`config.mk`:
```
export PLATFORM = sky130hd
export DESIGN_NAME = if_fetch_unit
export DESIGN_NICKNAME = d
export VERILOG_FILES = /design/src/rtl/if_fetch_unit.sv
export SDC_FILE = /design/constraint.sdc
export NUM_CORES = 1
export LEC_CHECK = 0
export CAP_MARGIN = 10
export CORE_ASPECT_RATIO = 0.9
export CORE_MARGIN = 3
export CORE_UTILIZATION = 53
export CTS_CLUSTER_SIZE = 28
export DETAILED_ROUTE_END_ITERATION = 6
export PLACE_DENSITY = 0.79
export SYNTH_ARGS = -nofsm -noshare
export SYNTH_HDL_FRONTEND = slang
export SYNTH_SLANG_ARGS = --single-unit
export TNS_END_PERCENT = 50
```
`constraint.sdc`:
```
create_clock -name clk -period 5.75 [get_ports clk]
set_clock_uncertainty 0.2 [all_clocks]
set_input_delay 1.4375 -clock clk [delete_from_list [all_inputs] [get_ports clk]]
set_output_delay 1.4375 -clock clk [all_outputs]
set_load 0.005 [all_outputs]
```
`src/rtl/if_fetch_unit.sv`:
```
// Instruction fetch stage: owns the PC, keeps one instruction-memory read in flight,
// and hands {pc, instruction} to IF/ID through a one-entry skid buffer.
module if_fetch_unit #(
    parameter logic [31:0] RESET_PC = 32'h0000_0000,
    parameter logic [31:0] NOP_IS   = 32'h0000_0013
) (
    input  logic        clk,
    input  logic        rst,
    input  logic        stall,
    input  logic        redirect,
    input  logic [31:0] redirect_pc,
    output logic        imem_req,
    output logic [31:0] imem_addr,
    input  logic        imem_gnt,
    input  logic        imem_rvalid,
    input  logic [31:0] imem_rdata,
    output logic        if_valid,
    output logic [31:0] if_pc,
    output logic [31:0] if_is
);

    typedef enum logic [1:0] {
        S_FETCH,
        S_WAIT,
        S_HOLD,
        S_DROP
    } state_t;

    state_t      state_reg, state_next;
    logic [31:0] pc_reg, pc_next;
    logic [31:0] fpc_reg, fpc_next;
    logic [31:0] skid_reg, skid_next;
    logic        valid_reg, valid_next;
    logic [31:0] out_pc_reg, out_pc_next;
    logic [31:0] out_is_reg, out_is_next;

    logic        slot_free;
    logic        gnt_outstanding;

    assign slot_free = !valid_reg || !stall;

    // A read is still owed to us unless its rvalid lands on this very edge.
    assign gnt_outstanding = ((state_reg == S_FETCH) && imem_gnt)
                          || ((state_reg == S_WAIT) && !imem_rvalid)
                          || ((state_reg == S_DROP) && !imem_rvalid);

    always_comb begin
        state_next  = state_reg;
        pc_next     = pc_reg;
        fpc_next    = fpc_reg;
        skid_next   = skid_reg;
        valid_next  = valid_reg;
        out_pc_next = out_pc_reg;
        out_is_next = out_is_reg;
        imem_req    = (state_reg == S_FETCH);
        imem_addr   = pc_reg;

        // A consumed beat empties the slot unless a new one is loaded below.
        if (valid_reg && !stall) begin
            valid_next  = 1'b0;
            out_is_next = NOP_IS;
        end

        case (state_reg)
            S_FETCH: begin
                if (imem_gnt) begin
                    fpc_next   = pc_reg;
                    pc_next    = pc_reg + 32'd4;
                    state_next = S_WAIT;
                end
            end
            S_WAIT: begin
                if (imem_rvalid) begin
                    if (slot_free) begin
                        valid_next  = 1'b1;
                        out_pc_next = fpc_reg;
                        out_is_next = imem_rdata;
                        state_next  = S_FETCH;
                    end else begin
                        skid_next  = imem_rdata;
                        state_next = S_HOLD;
                    end
                end
            end
            S_HOLD: begin
                if (!stall) begin
                    valid_next  = 1'b1;
                    out_pc_next = fpc_reg;
                    out_is_next = skid_reg;
                    state_next  = S_FETCH;
                end
            end
            S_DROP: begin
                if (imem_rvalid) begin
                    state_next = S_FETCH;
                end
            end
            default: state_next = S_FETCH;
        endcase

        if (redirect) begin
            pc_next     = {redirect_pc[31:2], 2'b00};
            valid_next  = 1'b0;
            out_is_next = NOP_IS;
            skid_next   = NOP_IS;
            state_next  = gnt_outstanding ? S_DROP : S_FETCH;
        end
    end

    always_ff @(posedge clk) begin
        if (rst) begin
            state_reg  <= S_FETCH;
            pc_reg     <= RESET_PC;
            fpc_reg    <= RESET_PC;
            skid_reg   <= NOP_IS;
            valid_reg  <= 1'b0;
            out_pc_reg <= 32'h0000_0000;
            out_is_reg <= NOP_IS;
        end else begin
            state_reg  <= state_next;
            pc_reg     <= pc_next;
            fpc_reg    <= fpc_next;
            skid_reg   <= skid_next;
            valid_reg  <= valid_next;
            out_pc_reg <= out_pc_next;
            out_is_reg <= out_is_next;
        end
    end

    assign if_valid = valid_reg;
    assign if_pc    = out_pc_reg;
    assign if_is    = out_is_reg;

endmodule

```
After elaboration in Yosys (flattened, before gate mapping)
Cells that the tools add are included.
{ "word_totals": {"regBits": 163, "output_inout_bits": 98, "elab_cells": 65} }
{ "op_classes": {"add_sub_neg": 1, "eq_ne": 10, "n_mux": 25, "n_bitwise": 1, "n_reduce_logical": 20} }
{ "op_table": {"columns": ["cell", "n"], "rows": [
  ["32-bit 2-to-1 mux", 10],
  ["32-bit case mux with 2 select lines", 2],
  ["32-bit by 3-bit adder with 32-bit output, second input constant", 1],
  ["2-bit 2-to-1 mux", 7],
  ["3-bit != test, second input constant", 3],
  ["2-bit case mux with 4 select lines", 1],
  ["4-bit AND reduction", 2],
  ["2-bit != test, second input constant", 3],
  ["2-bit nonzero test", 3],
  ["2-bit == test, second input constant", 2],
  ["1-bit logical AND", 4],
  ["1-bit 2-to-1 mux", 4],
  ["2-bit AND reduction", 2],
  ["1-bit logical NOT", 3],
  ["1-bit logical OR", 3],
  ["3-bit by 2-bit != test with 1-bit output, second input constant", 1],
  ["3-bit AND reduction", 1],
  ["2-bit by 1-bit == test with 1-bit output, second input constant", 1],
  ["2-bit logical NOT", 1],
  ["1-bit case mux with 2 select lines", 1],
  ["2-bit OR reduction", 1],
  ["1-bit NOT", 1]
]} }

Logic depth before layout (Yosys ltp)
Gate-level depths: netlist (run 1).
{ "depth": {"depth_word": 6, "depth_mapped": 8, "ltp_nobuf": 6} }

Least setup slack after synthesis (run 1)
OpenSTA, ideal clock, no wires.
{ "synth_path": {"kind": "in2reg", "from": "input imem_gnt", "to": "register pc_reg[20] (netlist: imem_addr[20])", "setup_time_ns": 0.091, "arrival_ns": 2.884, "t_required_ns": 5.459, "path_slack_ns": 2.575, "path_stages": 5, "path_cell_list": "nand3_2 > or4_1 > buf_2 > or4_1 > a311oi_1"} }
{ "synth_between": {"elab_chain_cells": 2} }
{ "synth_rtl": {"columns": ["item", "line_no", "source"], "rows": [
  ["from (decl)", "14", "input logic imem_gnt,"],
  ["2-bit nonzero test (no line)", null, null],
  ["2-bit AND reduction (no line)", null, null],
  ["to (signal assigned)", "121", "pc_reg <= pc_next;"],
  ["to (decl)", "30", "logic [31:0] pc_reg, pc_next;"]
]} }
No other way between the ends.
A chain may end at the register's enable or synchronous reset.

Worst setup path after layout (run 1)
Ends and elaborated chain as after synthesis.

==> impl_results.rst, run 1 <==
.. list-table::
   :header-rows: 1

   * - Metric
     - Value
   * - Compound-gate portion of the synthesized area
     - 19.7%
   * - DRT Pass-1 Iters
     - 5
   * - Pin count of the biggest net entering global routing
     - 92
   * - Routing usage on met2
     - a little over two fifths
   * - Number of buffers between clock root and the deepest sink
     - 2
   * - Synthesized area per cell
     - 7.84 um^2
   * - Layout overhead on the synthesized area
     - 30.0%
   * - Placer congestion estimate
     - 0.800
   * - Layout Nets
     - 1147
   * - Total wire length
     - ~21000 um
   * - Slew margin rel.
     - a little over a fifth
   * - Number of buffers inserted by hold repair at cts
     - 0
   * - Synth Cell Area
     - 7510 um^2
   * - Max Freq
     - 283 MHz
   * - Clk pin slew, worst setup/hold paths
     - 0.06 ns
   * - Slew at the pin closest to its max-slew limit
     - 1.18 ns
   * - Largest voltage drop on the vdd net
     - between 0.0002 and 0.00025 V
   * - Worst reg2reg startpoint
     - state_reg[1]
   * - Adder and majority gate portion of the synthesized area
     - 0.999%
   * - Number of cells on the worst reg-to-reg path
     - 5
   * - Placeable Area
     - 13600 um^2
   * - Busiest metal layer after global routing
     - met2
   * - Top-area cell type share of the netlist area
     - about two fifths
   * - Synthesized-area fraction occupied by and/or/nand/nor cells
     - 22.8%
   * - Fraction of the yosys area taken by sequential cells
     - 41.8%
   * - Sum of negative setup slack
     - 0 ns
   * - Number of buffers added by the clock tree synthesis step
     - 17
   * - Share of the clock period used by the worst path
     - 61.4%
   * - Post-DR vias/cell
     - slightly below 6
   * - Number of port buffers
     - 161
   * - Global-route wire length before repair
     - 34600 um
   * - Routed wire length per instance
     - 16.7 um
   * - Multiplexer fraction of the synthesized cell area
     - between 8 and 9%
   * - Ports placed on the boundary
     - 168
   * - Outcome
     - finished clean
   * - HPWL after detailed placement
     - 13300 um
   * - Biggest area contributors in the synthesized netlist
     - sky130_fd_sc_hd__dfxtp_1 (42%), sky130_fd_sc_hd__nand2_1 (8.8%), sky130_fd_sc_hd__mux2i_1 (8.1%)
   * - CTS root buf
     - sky130_fd_sc_hd__clkbuf_16
   * - Dominant cell by count in the synthesized netlist
     - sky130_fd_sc_hd__nand2_1
   * - Hold Path Depth
     - 2
   * - Destination of the worst hold path
     - fpc_reg[26]
   * - Number of max-slew violations in the final report
     - 0
   * - Clock latency on the worst-skew pair
     - about 0.42 ns
   * - Dominant combinational cell family by area after synthesis
     - simple AND/OR/NAND/NOR gates
   * - Initial drt markers
     - 725
   * - Number of cells upsized or downsized after cts
     - 0
   * - Post-CTS setup buffer count
     - 0
   * - Final global-route overflow total
     - 0
   * - Overall power after layout
     - 2820 uW
   * - Number of warnings printed during yosys synthesis
     - 0
   * - Kind of launch point of the worst setup path
     - input pin
   * - Critical Path End Type
     - flop
   * - Path class of the lowest-slack min-delay path
     - flop to flop
   * - Initial core utilization
     - 55.2%
   * - N_diodes
     - 0
   * - Synth Register Bits
     - ~160
   * - Area of the die
     - between 15000 and 20000 um^2
   * - Critical path fanouts, max
     - 8
   * - Post-route minimum period
     - ~3.5 ns
   * - CTS sink cnt
     - 157
   * - Flop-to-flop setup slack
     - 2.83 ns
   * - Worst setup path category
     - input pin to flop
   * - Number of hold violations in the final report
     - 0
   * - Unrepaired setup endpoints after global routing
     - false
   * - Final design utilization
     - 71.7%
   * - Die X
     - 132 um
   * - Arrival @ worst endpoint
     - 3.66 ns
   * - Max capacitance violation total
     - 0
   * - Most instantiated cells after synthesis
     - sky130_fd_sc_hd__nand2_1 (176), sky130_fd_sc_hd__dfxtp_1 (157), sky130_fd_sc_hd__a21oi_1 (120)
   * - Vias after detailed routing
     - 7403
   * - Prevailing post-synth register cell
     - sky130_fd_sc_hd__dfxtp_1
   * - Share of synthesized registers carrying an async set or reset
     - 0%
   * - Share of final-layout standard cells stronger than drive strength 1
     - 5.00%
   * - Antenna Nets Post-Route
     - 0
   * - Total number of placement rows
     - 40
   * - Unique masters post-synth
     - 50
   * - Power Dens Cells
     - between 200 and 300 nW/um^2
   * - Area occupied by multi-input gates
     - 4050 um^2
   * - Die Span Y
     - 119 um
   * - Fillcell total
     - 1117
   * - Terminus of the critical flop-to-flop path
     - state_reg[1]
   * - Sequential Area
     - approximately 3100 um^2
   * - Worst Path Required
     - around 6 ns
   * - Post-Synth XOR/XNOR Area
     - 1.17%
   * - Largest area contributor in the synthesized netlist
     - sky130_fd_sc_hd__dfxtp_1
   * - Final Setup Violations
     - 0
   * - Number of antenna violations at the first check in global routing
     - 0
   * - Clock tree from TritonCTS
     - built
   * - Leakage
     - 0.00340 uW
   * - Number of global-route vias before repair
     - 6846
   * - Aggregate global-route resource usage
     - 26.7%
   * - Cell count after synthesis
     - 959
   * - Hold wc startpoint
     - fpc_reg[26]
   * - Number of remaining DRC errors
     - 0
   * - Count of flip-flops with a built-in enable after synthesis
     - 0
   * - Met1 layer usage reported by global route
     - 36.5%
   * - Number of levels in the clock H-tree
     - 4
   * - Met3 track utilization from global routing
     - 6.12%
   * - Startpoint of the most critical setup path
     - imem_gnt
placed cells by master (no fill, tap or decap), types with 3 or more instances in the layout:
| cell | count |
|---|---|
| sky130_fd_sc_hd__nand2_1 | 175 |
| sky130_fd_sc_hd__clkdlybuf4s50_1 | 159 |
| sky130_fd_sc_hd__dfxtp_1 | 157 |
| sky130_fd_sc_hd__a21oi_1 | 120 |
| sky130_fd_sc_hd__nor2_1 | 88 |
| sky130_fd_sc_hd__mux2i_1 | 61 |
| sky130_fd_sc_hd__nand3_1 | 45 |
| sky130_fd_sc_hd__o21ai_0 | 41 |
| sky130_fd_sc_hd__o21a_1 | 29 |
| sky130_fd_sc_hd__clkbuf_16 | 17 |
| sky130_fd_sc_hd__nand4_1 | 14 |
| sky130_fd_sc_hd__a311oi_1 | 14 |
| sky130_fd_sc_hd__or4_1 | 14 |
| sky130_fd_sc_hd__inv_1 | 11 |
| sky130_fd_sc_hd__a211oi_1 | 10 |
| sky130_fd_sc_hd__and3_1 | 10 |
| sky130_fd_sc_hd__o31ai_1 | 10 |
| sky130_fd_sc_hd__nor3_1 | 10 |
| sky130_fd_sc_hd__buf_4 | 10 |
| sky130_fd_sc_hd__ha_1 | 6 |
| sky130_fd_sc_hd__nor4_1 | 5 |
| sky130_fd_sc_hd__or3_1 | 5 |
| sky130_fd_sc_hd__xnor2_1 | 5 |
| sky130_fd_sc_hd__xor2_1 | 5 |
| sky130_fd_sc_hd__conb_1 | 4 |
| sky130_fd_sc_hd__bufinv_16 | 4 |
| sky130_fd_sc_hd__or4b_2 | 3 |
| sky130_fd_sc_hd__o41ai_1 | 3 |
| sky130_fd_sc_hd__a32oi_1 | 3 |
| sky130_fd_sc_hd__mux2_2 | 3 |
| sky130_fd_sc_hd__o311a_1 | 3 |
| sky130_fd_sc_hd__a31oi_1 | 3 |
| sky130_fd_sc_hd__clkbuf_8 | 3 |
through the flow:
step	setup WS, ns	hold WS (ns)	instances	cell area (um^2)
after floorplan	2.58	0.236	962	7530
after global placement	1.85	0.242	1241	9160
after detailed placement	1.83	0.246	1241	9160
after CTS	2.27	0.254	1270	9770
after global routing	2.12	0.268	1270	9770
final	2.22	0.253	1270	9770
routing by layer:
| layer | part of all wire (%) | up-vias |
|---|---|---|
| met4 | 1.7 | 0 |
| met2 | 46 | 293 |
| li1 | - | 3598 |
| met1 | 44 | 3483 |
| met5 | 0 | - |
| met3 | 8.0 | 29 |
power by group:
part / switching (uW) / internal [uW]
Sequential: 57.5 / 1140
Combinational: 241 / 208
Clock: 422 / 752
Total: 720 / 2100
critical path, cell delays in order:
cell	delay (ns)
sky130_fd_sc_hd__clkdlybuf4s50_1	0.59
sky130_fd_sc_hd__nand3_2	0.19
sky130_fd_sc_hd__or4_1	0.69
sky130_fd_sc_hd__or4_1	0.50
sky130_fd_sc_hd__a311oi_1	0.25
cell type report:
cell class	count	area share, %
tap	189	2.42
clock buffer	22	4.86
timing repair buffer	171	17.2
inverter	12	0.461
multi-input combinational	712	41.5
clock inverter	7	1.41
sequential	157	32.2
kinds of logic (layout without fill, tap and decap cells):
kind of cell	count (synthesis)	count (layout)
muxes	64	64
AOI/OAI and AO/OA	245	245
buffers and inverters	93	212
DFF	157	157
and+or+nand+nor	383	383
other	1	4
xor gates and xnor gates	10	10
adders and majority gates	6	6
how the worst max path moves through the flow:
stage	slack, ns	to	cells after the start
2_1_floorplan	2.58	imem_addr[20]	5
3_3_place_gp	1.85	imem_addr[20]	5
3_5_place_dp	1.83	imem_addr[20]	5
4_1_cts	2.27	imem_addr[20]	5
5_1_grt	2.12	imem_addr[20]	5
6_report	2.22	imem_addr[20]	5
Note: power is estimated with default switching activity, not from simulation.
==> inputs of run 2 (changes only) <==
- CORE_UTILIZATION: 53 -> 46
- PLACE_DENSITY: 0.79 -> 0.73
- clock period: 5.75 -> 3.2 ns (I/O delays scaled with it)
==> run 2 against run 1 <==
Combinational power up 87%; first-iteration DRC count down 10%; sequential share of layout area decreased by 0.57 points; total power increased by 75%; worst hold slack got worse by 0.00077 ns; via count shrank 0.49%; clock power up 66%; non-clock buffer count increased by 20; final cell count increased by 2.8%; core utilization decreased by 8.5 points; die area is 14% higher; cell area rose by 1.8%.
==> impl_results.rst, run 2 (synthesized netlist as in run 1, its figures left out) <==
.. list-table::
   :header-rows: 1

   * - Metric
     - Value
   * - Final Setup Violations
     - 0 (unchanged)
   * - Power Dens Cells
     - 495 nW/um^2 (was 288 nW/um^2)
   * - Ports placed on the boundary
     - 168 (unchanged)
   * - Slew margin rel.
     - 58.3% (was 20.9%)
   * - Flop-to-flop setup slack
     - 0.55 ns (was 2.83 ns)
   * - Number of cells upsized or downsized after cts
     - 0 (unchanged)
   * - Critical Path End Type
     - output pin (was flop)
   * - Number of port buffers
     - 161 (unchanged)
   * - Max capacitance violation total
     - 0 (unchanged)
   * - DRT Pass-1 Iters
     - 5 (unchanged)
   * - Most frequent cells in the layout
     - sky130_fd_sc_hd__nand2_1 (175), sky130_fd_sc_hd__clkdlybuf4s50_1 (159), sky130_fd_sc_hd__dfxtp_1 (157) (unchanged)
   * - Global-route wire length before repair
     - 35100 um (was 34600 um)
   * - Clock latency on the worst-skew pair
     - 0.43 ns (was 0.42 ns)
   * - Slew at the pin closest to its max-slew limit
     - 0.626 ns (was 1.18 ns)
   * - Share of final-layout standard cells stronger than drive strength 1
     - 7.07% (was 5.00%)
   * - Number of levels in the clock H-tree
     - 4 (unchanged)
   * - HPWL after detailed placement
     - 14100 um (was 13300 um)
   * - Clk pin slew, worst setup/hold paths
     - 0.06 ns (about the same)
   * - Final global-route overflow total
     - 0 (unchanged)
   * - Clock tree from TritonCTS
     - built (unchanged)
   * - Initial core utilization
     - 47.8% (was 55.2%)
   * - Pin count of the biggest net entering global routing
     - 71 (was 92)
   * - Share of the clock period used by the worst path
     - roughly 89%
   * - Largest voltage drop on the vdd net
     - 0.000401 V (was 0.000238 V)
   * - Sum of negative setup slack
     - 0 ns (unchanged)
   * - Most common cell after layout, fill and taps aside
     - sky130_fd_sc_hd__nand2_1 (unchanged)
   * - CTS root buf
     - sky130_fd_sc_hd__clkbuf_16 (unchanged)
   * - Vias after detailed routing
     - 7367 (was 7403)
   * - Number of remaining DRC errors
     - 0 (unchanged)
   * - Critical path fanouts, max
     - 7 (was 8)
   * - Number of buffers added by the clock tree synthesis step
     - 17 (unchanged)
   * - Path class of the lowest-slack min-delay path
     - flop to flop (unchanged)
   * - Worst setup path category
     - flop to output pin (was input pin to flop)
   * - Placeable Area
     - 15700 um^2 (was 13600 um^2)
   * - Aggregate global-route resource usage
     - 23.9% (was 26.7%)
   * - Kind of launch point of the worst setup path
     - flop (was input pin)
   * - Max Freq
     - between 300 and 400 MHz
   * - Number of buffers between clock root and the deepest sink
     - 2 (unchanged)
   * - Overall power after layout
     - 4930 uW (was 2820 uW)
   * - Antenna Nets Post-Route
     - 0 (unchanged)
   * - Total number of placement rows
     - 43 (was 40)
   * - Arrival @ worst endpoint
     - 1.84 ns (was 3.66 ns)
   * - Die X
     - 141 um (was 132 um)
   * - Unrepaired setup endpoints after global routing
     - false (unchanged)
   * - Number of buffers inserted by hold repair at cts
     - 0 (unchanged)
   * - Worst Path Required
     - 2.20 ns (was 5.88 ns)
   * - Post-DR vias/cell
     - 5.64 (was 5.83)
   * - Leakage
     - 0.00348 uW (was 0.00340 uW)
   * - Number of hold violations in the final report
     - 0 (unchanged)
   * - N_diodes
     - 0 (unchanged)
   * - CTS sink cnt
     - 157 (unchanged)
   * - Routed wire length per instance
     - 16.6 um (was 16.7 um)
   * - Outcome
     - finished clean (unchanged)
   * - Fillcell total
     - 1345 (was 1117)
   * - Layout overhead on the synthesized area
     - 32.3% (was 30.0%)
   * - Initial drt markers
     - 652 (was 725)
   * - Number of antenna violations at the first check in global routing
     - 0 (unchanged)
   * - Post-CTS setup buffer count
     - 0 (unchanged)
   * - Number of global-route vias before repair
     - 6857 (was 6846)
   * - Area of the die
     - 17900 um^2 (was 15600 um^2)
   * - Post-route minimum period
     - about 2.8 ns
   * - Total wire length
     - 21600 um (was 21200 um)
   * - Number of max-slew violations in the final report
     - 0 (unchanged)
   * - Layout Nets
     - 1167 (was 1147)
   * - Die Span Y
     - 127 um (was 119 um)
   * - Placer congestion estimate
     - 0.829 (was 0.800)
[run 2: cell types whose count changed in the layout (fill, tap and decap cells not counted), sizes merged]
| cell | delta |
|---|---|
| inv | +4 |
| clkinv | +2 |
| clkinvlp | +4 |
| bufinv | -3 |
| buf | +20 |
| clkbuf | -4 |
[run 2: layer usage]
layer | vias up | global-route usage [%] | share of wire (%)
met1 | 3444 | 34.0 | 46
li1 | 3633 | - | -
met4 | 0 | 6.10 | 0.86
met5 | - | 0 | 0
met2 | 273 | 36.0 | 45
met3 | 17 | 6.89 | 8.1
[run 2: final timing paths]
check,to,cells after the start,start
max,imem_req,3,state_reg[0]
min,skid_reg[31],2,skid_reg[31]
max reg2reg,imem_addr[26],6,state_reg[0]
min reg2reg,skid_reg[31],2,skid_reg[31]
[run 2: through the flow]
| step | hold WS [ns] | utilization, % | cell area (um^2) | worst slack, ns | std cells |
|---|---|---|---|---|---|
| 6_report | 0.252 | 63.3 | 9940 | 0.363 | 1306 |
| 5_1_grt | 0.270 | 63.3 | 9940 | 0.252 | 1306 |
| 2_1_floorplan | 0.236 | - | 7530 | 0.663 | 962 |
| 4_1_cts | 0.255 | 63.3 | 9940 | 0.349 | 1306 |
| 3_5_place_dp | 0.246 | 59.7 | 9380 | 0.108 | 1274 |
| 3_3_place_gp | 0.242 | 59.7 | 9380 | 0.179 | 1274 |
[run 2: final cells by class]
cell class | instances | area (um^2) | area share (%)
Clock buffer | 18 | 429 | 4.32
Clock inverter | 14 | 138 | 1.38
Inverter | 12 | 45.0 | 0.453
Multi-Input combinational cell | 712 | 4050 | 40.7
Sequential cell | 157 | 3140 | 31.6
Tap cell | 202 | 253 | 2.54
Timing Repair Buffer | 191 | 1890 | 19.0
[run 2: critical path, stage by stage (launching register included)]
cell and delay [ns]:
sky130_fd_sc_hd__dfxtp_1 0.34, sky130_fd_sc_hd__inv_1 0.11, sky130_fd_sc_hd__ha_1 0.34, sky130_fd_sc_hd__clkdlybuf4s50_1 0.62
[run 2: power breakdown]
| group | internal (uW) | switching, uW | total (uW) |
|---|---|---|---|
| clock | 1080 | 859 | 1940 |
| combinational | 400 | 441 | 841 |
| sequential | 2040 | 102 | 2140 |
==> inputs of run 3 (changes only) <==
- ABC_CLOCK_PERIOD_IN_PS: unset -> 3200
- CTS_CLUSTER_SIZE: 28 -> unset
==> results of run 3 <==
Same layout as run 2: the final DEF is identical, and so are final timing and power.
